$ cat src/rtl/draw_sequencer.sv
// Two-pass frame sequencer (erase in black, logic/increment, colour) and pixel
// arbiter serving NCH plot clients in front of the VGA adapter.
module draw_sequencer #(
  parameter int NCH       = 3,
  parameter int SELW      = 2,
  parameter int CW        = 20,
  parameter int XW        = 10,
  parameter int LOGIC_TMO = 30
) (
  input  logic              clk,
  input  logic              reset,
  input  logic              frame_tick,
  input  logic [NCH-1:0]    ch_en,
  input  logic [NCH*CW-1:0] dly_in,
  input  logic              logic_done,
  input  logic [NCH*XW-1:0] x_in,
  input  logic [NCH*XW-1:0] y_in,
  input  logic [NCH*3-1:0]  colour_in,
  input  logic [NCH-1:0]    wr_in,
  output logic [NCH-1:0]    go,
  output logic [SELW-1:0]   sel,
  output logic              iscolour,
  output logic              logic_go,
  output logic              inc_enable,
  output logic [XW-1:0]     x,
  output logic [XW-1:0]     y,
  output logic [2:0]        colour,
  output logic              writeEn,
  output logic              busy,
  output logic              frame_done,
  output logic              overrun
);

  typedef enum logic [2:0] {
    IDLE, LOAD, DRAW, NEXT, LOGIC, LOGIC_WAIT, INC, SWAP
  } state_t;

  state_t          state_q, state_d;
  logic [SELW-1:0] sel_q, sel_d;
  logic [NCH-1:0]  mask_q, mask_d;
  logic [NCH-1:0]  go_q, go_d;
  logic [CW-1:0]   cnt_q, cnt_d;
  logic            iscolour_q, iscolour_d;
  logic            logic_go_q, logic_go_d;
  logic            inc_enable_q, inc_enable_d;
  logic            busy_q, busy_d;
  logic            frame_done_q, frame_done_d;
  logic            overrun_q, overrun_d;

  logic [SELW:0]   first_en, first_mask, next_mask;
  logic [CW-1:0]   dly_sel;
  logic            pix_active;
  logic [2:0]      colour_raw;

  // Lowest set bit of m at index >= lo; MSB of the result flags "found".
  function automatic logic [SELW:0] pick(input logic [NCH-1:0] m, input int lo);
    logic [SELW:0] r;
    r = '0;
    for (int i = NCH - 1; i >= 0; i--)
      if (m[i] && i >= lo) r = {1'b1, SELW'(i)};
    return r;
  endfunction

  always_comb begin
    first_en   = pick(ch_en, 0);
    first_mask = pick(mask_q, 0);
    next_mask  = pick(mask_q, int'(sel_q) + 1);
    dly_sel    = '0;
    for (int i = 0; i < NCH; i++)
      if (sel_q == SELW'(i)) dly_sel = dly_in[i*CW +: CW];
  end

  always_comb begin
    state_d    = state_q;
    sel_d      = sel_q;
    mask_d     = mask_q;
    cnt_d      = cnt_q;
    iscolour_d = iscolour_q;
    overrun_d  = overrun_q | (frame_tick && (state_q != IDLE));
    case (state_q)
      IDLE: begin
        if (frame_tick) begin
          mask_d     = ch_en;
          iscolour_d = 1'b0;
          sel_d      = first_en[SELW-1:0];
          state_d    = first_en[SELW] ? LOAD : LOGIC;
        end
      end
      LOAD: begin
        cnt_d   = '0;
        state_d = DRAW;
      end
      DRAW: begin
        // Budget compared live so a client can shorten or stretch its slot.
        cnt_d = cnt_q + 1'b1;
        if (cnt_q == dly_sel) state_d = NEXT;
      end
      NEXT: begin
        if (next_mask[SELW]) begin
          sel_d   = next_mask[SELW-1:0];
          state_d = LOAD;
        end else begin
          state_d = iscolour_q ? SWAP : LOGIC;
        end
      end
      LOGIC: begin
        cnt_d   = '0;
        state_d = LOGIC_WAIT;
      end
      LOGIC_WAIT: begin
        cnt_d = cnt_q + 1'b1;
        if (logic_done || (cnt_q == CW'(LOGIC_TMO - 1))) state_d = INC;
      end
      INC: begin
        iscolour_d = 1'b1;
        sel_d      = first_mask[SELW-1:0];
        state_d    = first_mask[SELW] ? LOAD : SWAP;
      end
      SWAP: begin
        iscolour_d = 1'b0;
        state_d    = IDLE;
      end
      default: state_d = IDLE;
    endcase

    // Strobes are registered from the next state so they line up with it.
    for (int i = 0; i < NCH; i++)
      go_d[i] = (state_d == LOAD) && (sel_d == SELW'(i));
    logic_go_d   = (state_d == LOGIC);
    inc_enable_d = (state_d == INC);
    frame_done_d = (state_d == SWAP);
    busy_d       = (state_d != IDLE);
  end

  always_ff @(posedge clk or posedge reset) begin
    if (reset) begin
      state_q      <= IDLE;
      sel_q        <= '0;
      mask_q       <= '0;
      go_q         <= '0;
      cnt_q        <= '0;
      iscolour_q   <= 1'b0;
      logic_go_q   <= 1'b0;
      inc_enable_q <= 1'b0;
      busy_q       <= 1'b0;
      frame_done_q <= 1'b0;
      overrun_q    <= 1'b0;
    end else begin
      state_q      <= state_d;
      sel_q        <= sel_d;
      mask_q       <= mask_d;
      go_q         <= go_d;
      cnt_q        <= cnt_d;
      iscolour_q   <= iscolour_d;
      logic_go_q   <= logic_go_d;
      inc_enable_q <= inc_enable_d;
      busy_q       <= busy_d;
      frame_done_q <= frame_done_d;
      overrun_q    <= overrun_d;
    end
  end

  // Pixel path: only the served channel in LOAD/DRAW may plot.
  always_comb begin
    pix_active = (state_q == LOAD) || (state_q == DRAW);
    x          = x_in[XW-1:0];
    y          = y_in[XW-1:0];
    colour_raw = colour_in[2:0];
    writeEn    = 1'b0;
    for (int i = 0; i < NCH; i++) begin
      if (pix_active && (sel_q == SELW'(i))) begin
        x          = x_in[i*XW +: XW];
        y          = y_in[i*XW +: XW];
        colour_raw = colour_in[i*3 +: 3];
        writeEn    = wr_in[i];
      end
    end
    colour = iscolour_q ? colour_raw : 3'b000;
  end

  assign go         = go_q;
  assign sel        = sel_q;
  assign iscolour   = iscolour_q;
  assign logic_go   = logic_go_q;
  assign inc_enable = inc_enable_q;
  assign busy       = busy_q;
  assign frame_done = frame_done_q;
  assign overrun    = overrun_q;

endmodule

$ cat config.mk
export PLATFORM = sky130hd
export DESIGN_NAME = draw_sequencer
export DESIGN_NICKNAME = d
export VERILOG_FILES = /design/src/rtl/draw_sequencer.sv
export SDC_FILE = /design/constraint.sdc
export NUM_CORES = 1
export LEC_CHECK = 0
export ABC_AREA = 1
export BUFFER_PORTS_ARGS = -buffer_cell sky130_fd_sc_hd__buf_2
export CAP_MARGIN = 20
export CORE_MARGIN = 8
export CORE_UTILIZATION = 42
export DETAILED_ROUTE_END_ITERATION = 7
export PLACE_DENSITY = 0.9
export SYNTH_ARGS = -nofsm -noshare
export SYNTH_HDL_FRONTEND = slang
export SYNTH_SLANG_ARGS = --single-unit
$ cat constraint.sdc
create_clock -name clk -period 1.8 [get_ports clk]
set_input_delay 0.36 -clock clk [delete_from_list [all_inputs] [get_ports clk]]
set_output_delay 0.36 -clock clk [all_outputs]
set_load 0.01 [all_outputs]
; After elaboration in Yosys (flattened, before gate mapping)
; Cells that the tools add are included.
[totals]
out_inout_bits = 35
memories = 0
in_bits = 139
word_cells = 94
mem_bits_rw = 0
latchBits = 0
mem_bits_ro = 0
ff_bits = 37
[classes]
n_eq_ne = 18
bitwise_logic = 1
mux = 36
n_mul = 0
reduce_logical = 23
div_mod_pow = 0
magnitude_cmp = 3
shift = 0
add_sub_neg = 2
[ops]
columns = operator, count
row1 = 2-to-1 mux 20 bit, 3
row2 = 2-to-1 mux 3 bit, 18
row3 = 2-to-1 mux 10 bit, 4
row4 = case mux 20 bit (2 select lines), 1
row5 = case mux 3 bit (8 select lines), 1
row6 = "== test 3 bit, second input constant", 7
row7 = "adder 20 x 1 -> 20 bit, second input constant", 1
row8 = == test 20 bit, 1
row9 = "== test 20 x 5 -> 1 bit, second input constant", 1
row10 = logical AND 1 bit, 10
row11 = nonzero test 3 bit, 3
row12 = "== test 3 x 1 -> 1 bit, second input constant", 2
row13 = "== test 3 x 2 -> 1 bit, second input constant", 2
row14 = ">= comparator 1 x 3 -> 1 bit, first input constant", 2
row15 = 2-to-1 mux 2 bit, 3
row16 = case mux 2 bit (3 select lines), 1
row17 = "== test 2 x 1 -> 1 bit, second input constant", 2
row18 = "== test 2 bit, second input constant", 2
row19 = logical NOT 2 bit, 2
row20 = 2-to-1 mux 1 bit, 4
row21 = AND reduction 2 bit, 2
row22 = OR reduction 2 bit, 2
row23 = "adder 2 x 1 -> 3 bit, second input constant", 1
row24 = ">= comparator 2 x 3 -> 1 bit, first input constant", 1
row25 = 6 further kinds, 7

; Logic depth before layout (Yosys ltp)
[depth]
depth_word = 10
mapped_depth = 13
depth_no_buf = 13

; Least setup slack after synthesis
; OpenSTA, ideal clock, no wires.
[synth_timing]
kind = flip-flop to output port
startpoint = register sel_q[0] (netlist: sel[0])
endpoint = output x[0]
t_arrival_ps = 1521
path_stages_with_launch = 7
slack_ps = -81
path_buffers = 3
t_required_ps = 1440
path_cell_list = dfrtp_1 > buf_4 > nor2_1 > nand2_1 > buf_2 > buf_1 > a31oi_1
[synth_via]
elab_chain_cells = 4
elab_cells_between_ends = 6
cone_classes = eq/ne: 2 / mux: 2 / reduce/logical: 2
[synth_rtl]
columns = element, line
row1 = from (decl), 39  ; logic [SELW-1:0] sel_q, sel_d;
row2 = from (signal assigned), 150  ; sel_q <= sel_d;
row3 = == test 2 x 1 -> 1 bit, 171  ; if (pix_active && (sel_q == SELW'(i))) begin
row4 = logical AND 1 bit, 171
row5 = 2-to-1 mux 10 bit, 171
row6 = 2-to-1 mux 10 bit *, 171
row7 = to (decl), 25  ; output logic [XW-1:0] x,
; Every way passes the cells marked *; elsewhere a longest branch is shown, timed or not.

; Worst setup path in the final report
[layout_timing]
startpoint = register state_q[1]
endpoint = output y[9]
[layout_via]
elab_chain_cells = 5
elab_cells_between_ends = 7
cone_classes = eq/ne: 2 / mux: 2 / reduce/logical: 3
[layout_rtl]
columns = element, line
row1 = from (decl), 38  ; state_t state_q, state_d;
row2 = from (signal assigned), 149  ; state_q <= state_d;
row3 = == test 3 x 1 -> 1 bit or == test 3 x 2 -> 1 bit (tied branches), 165  ; pix_active = (state_q == LOAD) || (state_q == DRAW);
row4 = logical OR 1 bit *, 165
row5 = logical AND 1 bit, 171
row6 = 2-to-1 mux 10 bit, 171
row7 = 2-to-1 mux 10 bit *, 171
row8 = to (decl), 26  ; output logic [XW-1:0] y,
; Marked as above.

==> load_flow_metrics.sql <==
INSERT INTO impl_metrics (metric_group, metric, value, unit) VALUES
('setup_path', 'r2r_start', 'sel[0]', ''),
('final_layout', 'final_layout_size_suffix_gt1_frac', '0.494', ''),
('sta', 'hold_viol', '0', ''),
('cts', 'cts.sinks', '37', ''),
('drt', 'detail_route.drc_violations', '0', ''),
('synthesis', 'flip_flop_and_latch_count_after_synthesis', '37', ''),
('synthesis', 'post_synth_inst_count', '549', ''),
('synthesis', 'yosysSeqAreaShare', '0.281', ''),
('power', 'intPower', '4.14', 'mW'),
('drt', 'length_of_the_first_detailed_routing_pass_in_iterations', '8', ''),
('setup_path', 'crit_type', 'reg2out', ''),
('run', 'cap_violations', '0', ''),
('setup_path', 'worst_path_maximum_fanout', '6', ''),
('die', 'initial_utilization', '0.430', ''),
('synthesis', 'synth_top_cells_by_count', 'sky130_fd_sc_hd__nand2_1, sky130_fd_sc_hd__nand3_1, sky130_fd_sc_hd__nor2_1', ''),
('global_routing', 'grt_max_degree', '38', ''),
('sta', 'relSlewSlack', '0.667', ''),
('synthesis', 'synth_async_sr_flop_share', '1.00', ''),
('synthesis', 'avgSynthCellArea', '5.99', 'sq um'),
('cts', 'root_buffer_cell', 'sky130_fd_sc_hd__clkbuf_8', ''),
('setup_path', 'critPathCaptureType', 'output pin', ''),
('sta', 'final_period_minus_worst_setup_slack', '2150', 'ps'),
('die', 'io_pins', '174', ''),
('cts', 'cts_max_level', '2', ''),
('place', 'port_buffers', '173', ''),
('drt', 'num_vias', '5191', ''),
('drt', 'wl_met3', '1.27', 'mm'),
('drt', 'wirelength', '16.2', 'mm'),
('synthesis', 'yosysTopAreaCell', 'sky130_fd_sc_hd__dfrtp_1', ''),
('sta', 'report.final.setup_viol', '40', ''),
('drt', 'dr_wl_met2', '8.23', 'mm'),
('power', 'power.density_cell_area', '1370', 'mW/mm^2'),
('final_layout', 'multi_input_comb_area', '0.00261', 'sq mm'),
('synthesis', 'post_synth_instance_area', '0.00329', 'sq mm'),
('setup_path', 'required', '1440', 'ps'),
('sta', 'grt_setup_unrepaired', 'yes', ''),
('global_routing', 'gr_usage_total', '0.268', ''),
('global_routing', 'first_pass_grt_wire_length', '24.4', 'mm'),
('final_layout', 'num_antenna_cells', '0', ''),
('global_routing', 'globalRoute.totalOverflow', '0', ''),
('drt', 'routed_wl_per_cell', '18.0', 'microns'),
('run_status', 'violations_in_the_final_reports', 'setup timing', ''),
('sta', 'maxSlewViolCount', '0', ''),
('setup_path', 'critPathArrivalTime', '1790', 'ps'),
('die', 'placement_rows', '32', ''),
('cts', 'cts_tree', 'done', ''),
('drt', 'route.layer.met1.wl', '5.76', 'mm'),
('power', 'share_seq_of_total_power', '0.145', ''),
('die', 'core_area', '0.00765', 'sq mm'),
('sta', 'fmax', '465', 'MHz'),
('sta', 'clock_skew', '8.20', 'ps'),
('place', 'place_congestion', '1.00', ''),
('run_status', 'status', 'finished with violations', ''),
('final_layout', 'final_core_utilization', '0.759', ''),
('power', 'p_sw_frac', '0.478', ''),
('final_layout', 'seqCellArea', '928', 'sq um'),
('final_layout', 'fillers', '518', ''),
('power', 'power.share.combinational', '0.760', ''),
('cts', 'cts_made_buffers', '5', ''),
('die', 'die_h', '105', 'microns'),
('sta', 'final_critical_path_setup_slack', '-350', 'ps'),
('worst_hold_path', 'holdCritPathClass', 'in2async', ''),
('sta', 'finalCritPeriodShare', '1.19', ''),
('drt', 'final_antenna_net_count', '0', ''),
('synthesis', 'synth.top_cells.by_area', 'sky130_fd_sc_hd__dfrtp_1, sky130_fd_sc_hd__nand2_1, sky130_fd_sc_hd__nand3_1, sky130_fd_sc_hd__nor2_1, sky130_fd_sc_hd__inv_1', ''),
('die', 'chipWidth', '105', 'microns'),
('setup_path', 'cp-start-kind', 'flop', ''),
('drt', 'via_per_inst', '5.77', ''),
('power', 'total_switching_power', '3.79', 'mW'),
('power', 'vdd_drop_max', '0.782', 'mV'),
('synthesis', 'ys_flop_type', 'sky130_fd_sc_hd__dfrtp_1', '');
==> worst max-delay path: stages, from the launching register on <==
cell and delay (ps):
sky130_fd_sc_hd__dfrtp_1 440, sky130_fd_sc_hd__nor2_4 70, sky130_fd_sc_hd__nor2_2 110, sky130_fd_sc_hd__nand2_2 80, sky130_fd_sc_hd__inv_4 110, sky130_fd_sc_hd__nand2_4 80, sky130_fd_sc_hd__inv_6 90, sky130_fd_sc_hd__clkbuf_16 160
sky130_fd_sc_hd__nand2_2 60, sky130_fd_sc_hd__a31oi_2 120, sky130_fd_sc_hd__buf_2 160
==> power by group through the flow <==
stage | clock network, mW | logic, mW | registers (mW)
floorplan | 0 | 2.40 | 1.15
global placement | 0 | 4.00 | 1.14
detailed placement | 0 | 4.15 | 1.14
CTS | 0.749 | 5.17 | 1.12
global route | 0.776 | 6.42 | 1.18
finish | 0.754 | 6.03 | 1.15
==> path summary, 6_finish.rpt <==
kind | to | slack, ps | cells after the start
max | y[9] | -350 | 10
min | mask_q[0] | 150 | 3
max reg2reg | go[2] | -340 | 15
min reg2reg | overrun | 500 | 1
max in group asynchronous | cnt_q[8] | 1270 | 3
min in group clk | mask_q[0] | 360 | 3
==> per-stage QoR <==
step           power (mW)  TNS (ps)  area, sq um  instances  hold slack, ps
2_1_floorplan        3.55      -329         3430        549             481
3_3_place_gp         5.14     -1280         4780        857             456
3_5_place_dp         5.29     -2910         4780        857             484
4_1_cts              7.05     -7200         5380        890             178
5_1_grt              8.37    -14520         5800        900             216
6_report             7.93    -10720         5800        900             153
==> cell type report <==
class                           instances  area share
Multi-Input combinational cell        432       0.449
Timing Repair Buffer                  262       0.309
Sequential cell                        37       0.160
Inverter                               59      0.0403
Tap cell                              102      0.0220
Clock buffer                            5      0.0119
Clock inverter                          3     0.00798
==> metal layers <==
metal	track usage	vias to the layer above
met3	0.0514	113
met2	0.473	335
li1	-	2340
met4	0.141	0
met1	0.299	2403
met5	0	-
==> registers in the layout (all words and copies together) (netlist names) <==
register	count
iscolour	1
cnt_q	20
frame_done	1
state_q	3
mask_q	3
overrun	1
inc_enable	1
busy	1
go	3
logic_go	1
sel	2
==> what timing repair did <==
item | in CTS | in global routing
setup endpoints to repair | 34 | 49
hold buffers | 0 | 0
buffers inserted | 29 | 12
pin swaps | 12 | 33
gates resized for setup | 71 | 100
gates cloned | 5 | 1
==> cells in the final DEF (no fill, tap or decap), drive strengths merged <==
cell type / n
or2: 1
xor2: 1
o22ai: 9
nand2: 171
o2111ai: 1
ha: 2
nand4: 26
o21bai: 1
o211ai: 6
nor2: 66
inv: 57
clkinv: 3
o21ai: 27
a31oi: 20
bufinv: 1
nor3: 11
o311ai: 1
clkinvlp: 1
nand2b: 1
dfrtp: 37
nor4: 1
nand3: 81
clkbuf: 6
buf: 261
a21oi: 3
o32ai: 3
==> cell families (layout without fill, tap and decap cells) <==
kind of cell               after synthesis  after routing  synth area share
DFF                                     37             37             0.281
AOI/OAI and AO/OA                       71             71             0.131
adders and majority gates                2              2           0.00760
and+or+nand+nor                        358            358             0.476
xor gates and xnor gates                 1              1           0.00266
buffers and inverters                   80            329             0.101
Note: power is estimated with default switching activity, not from simulation.
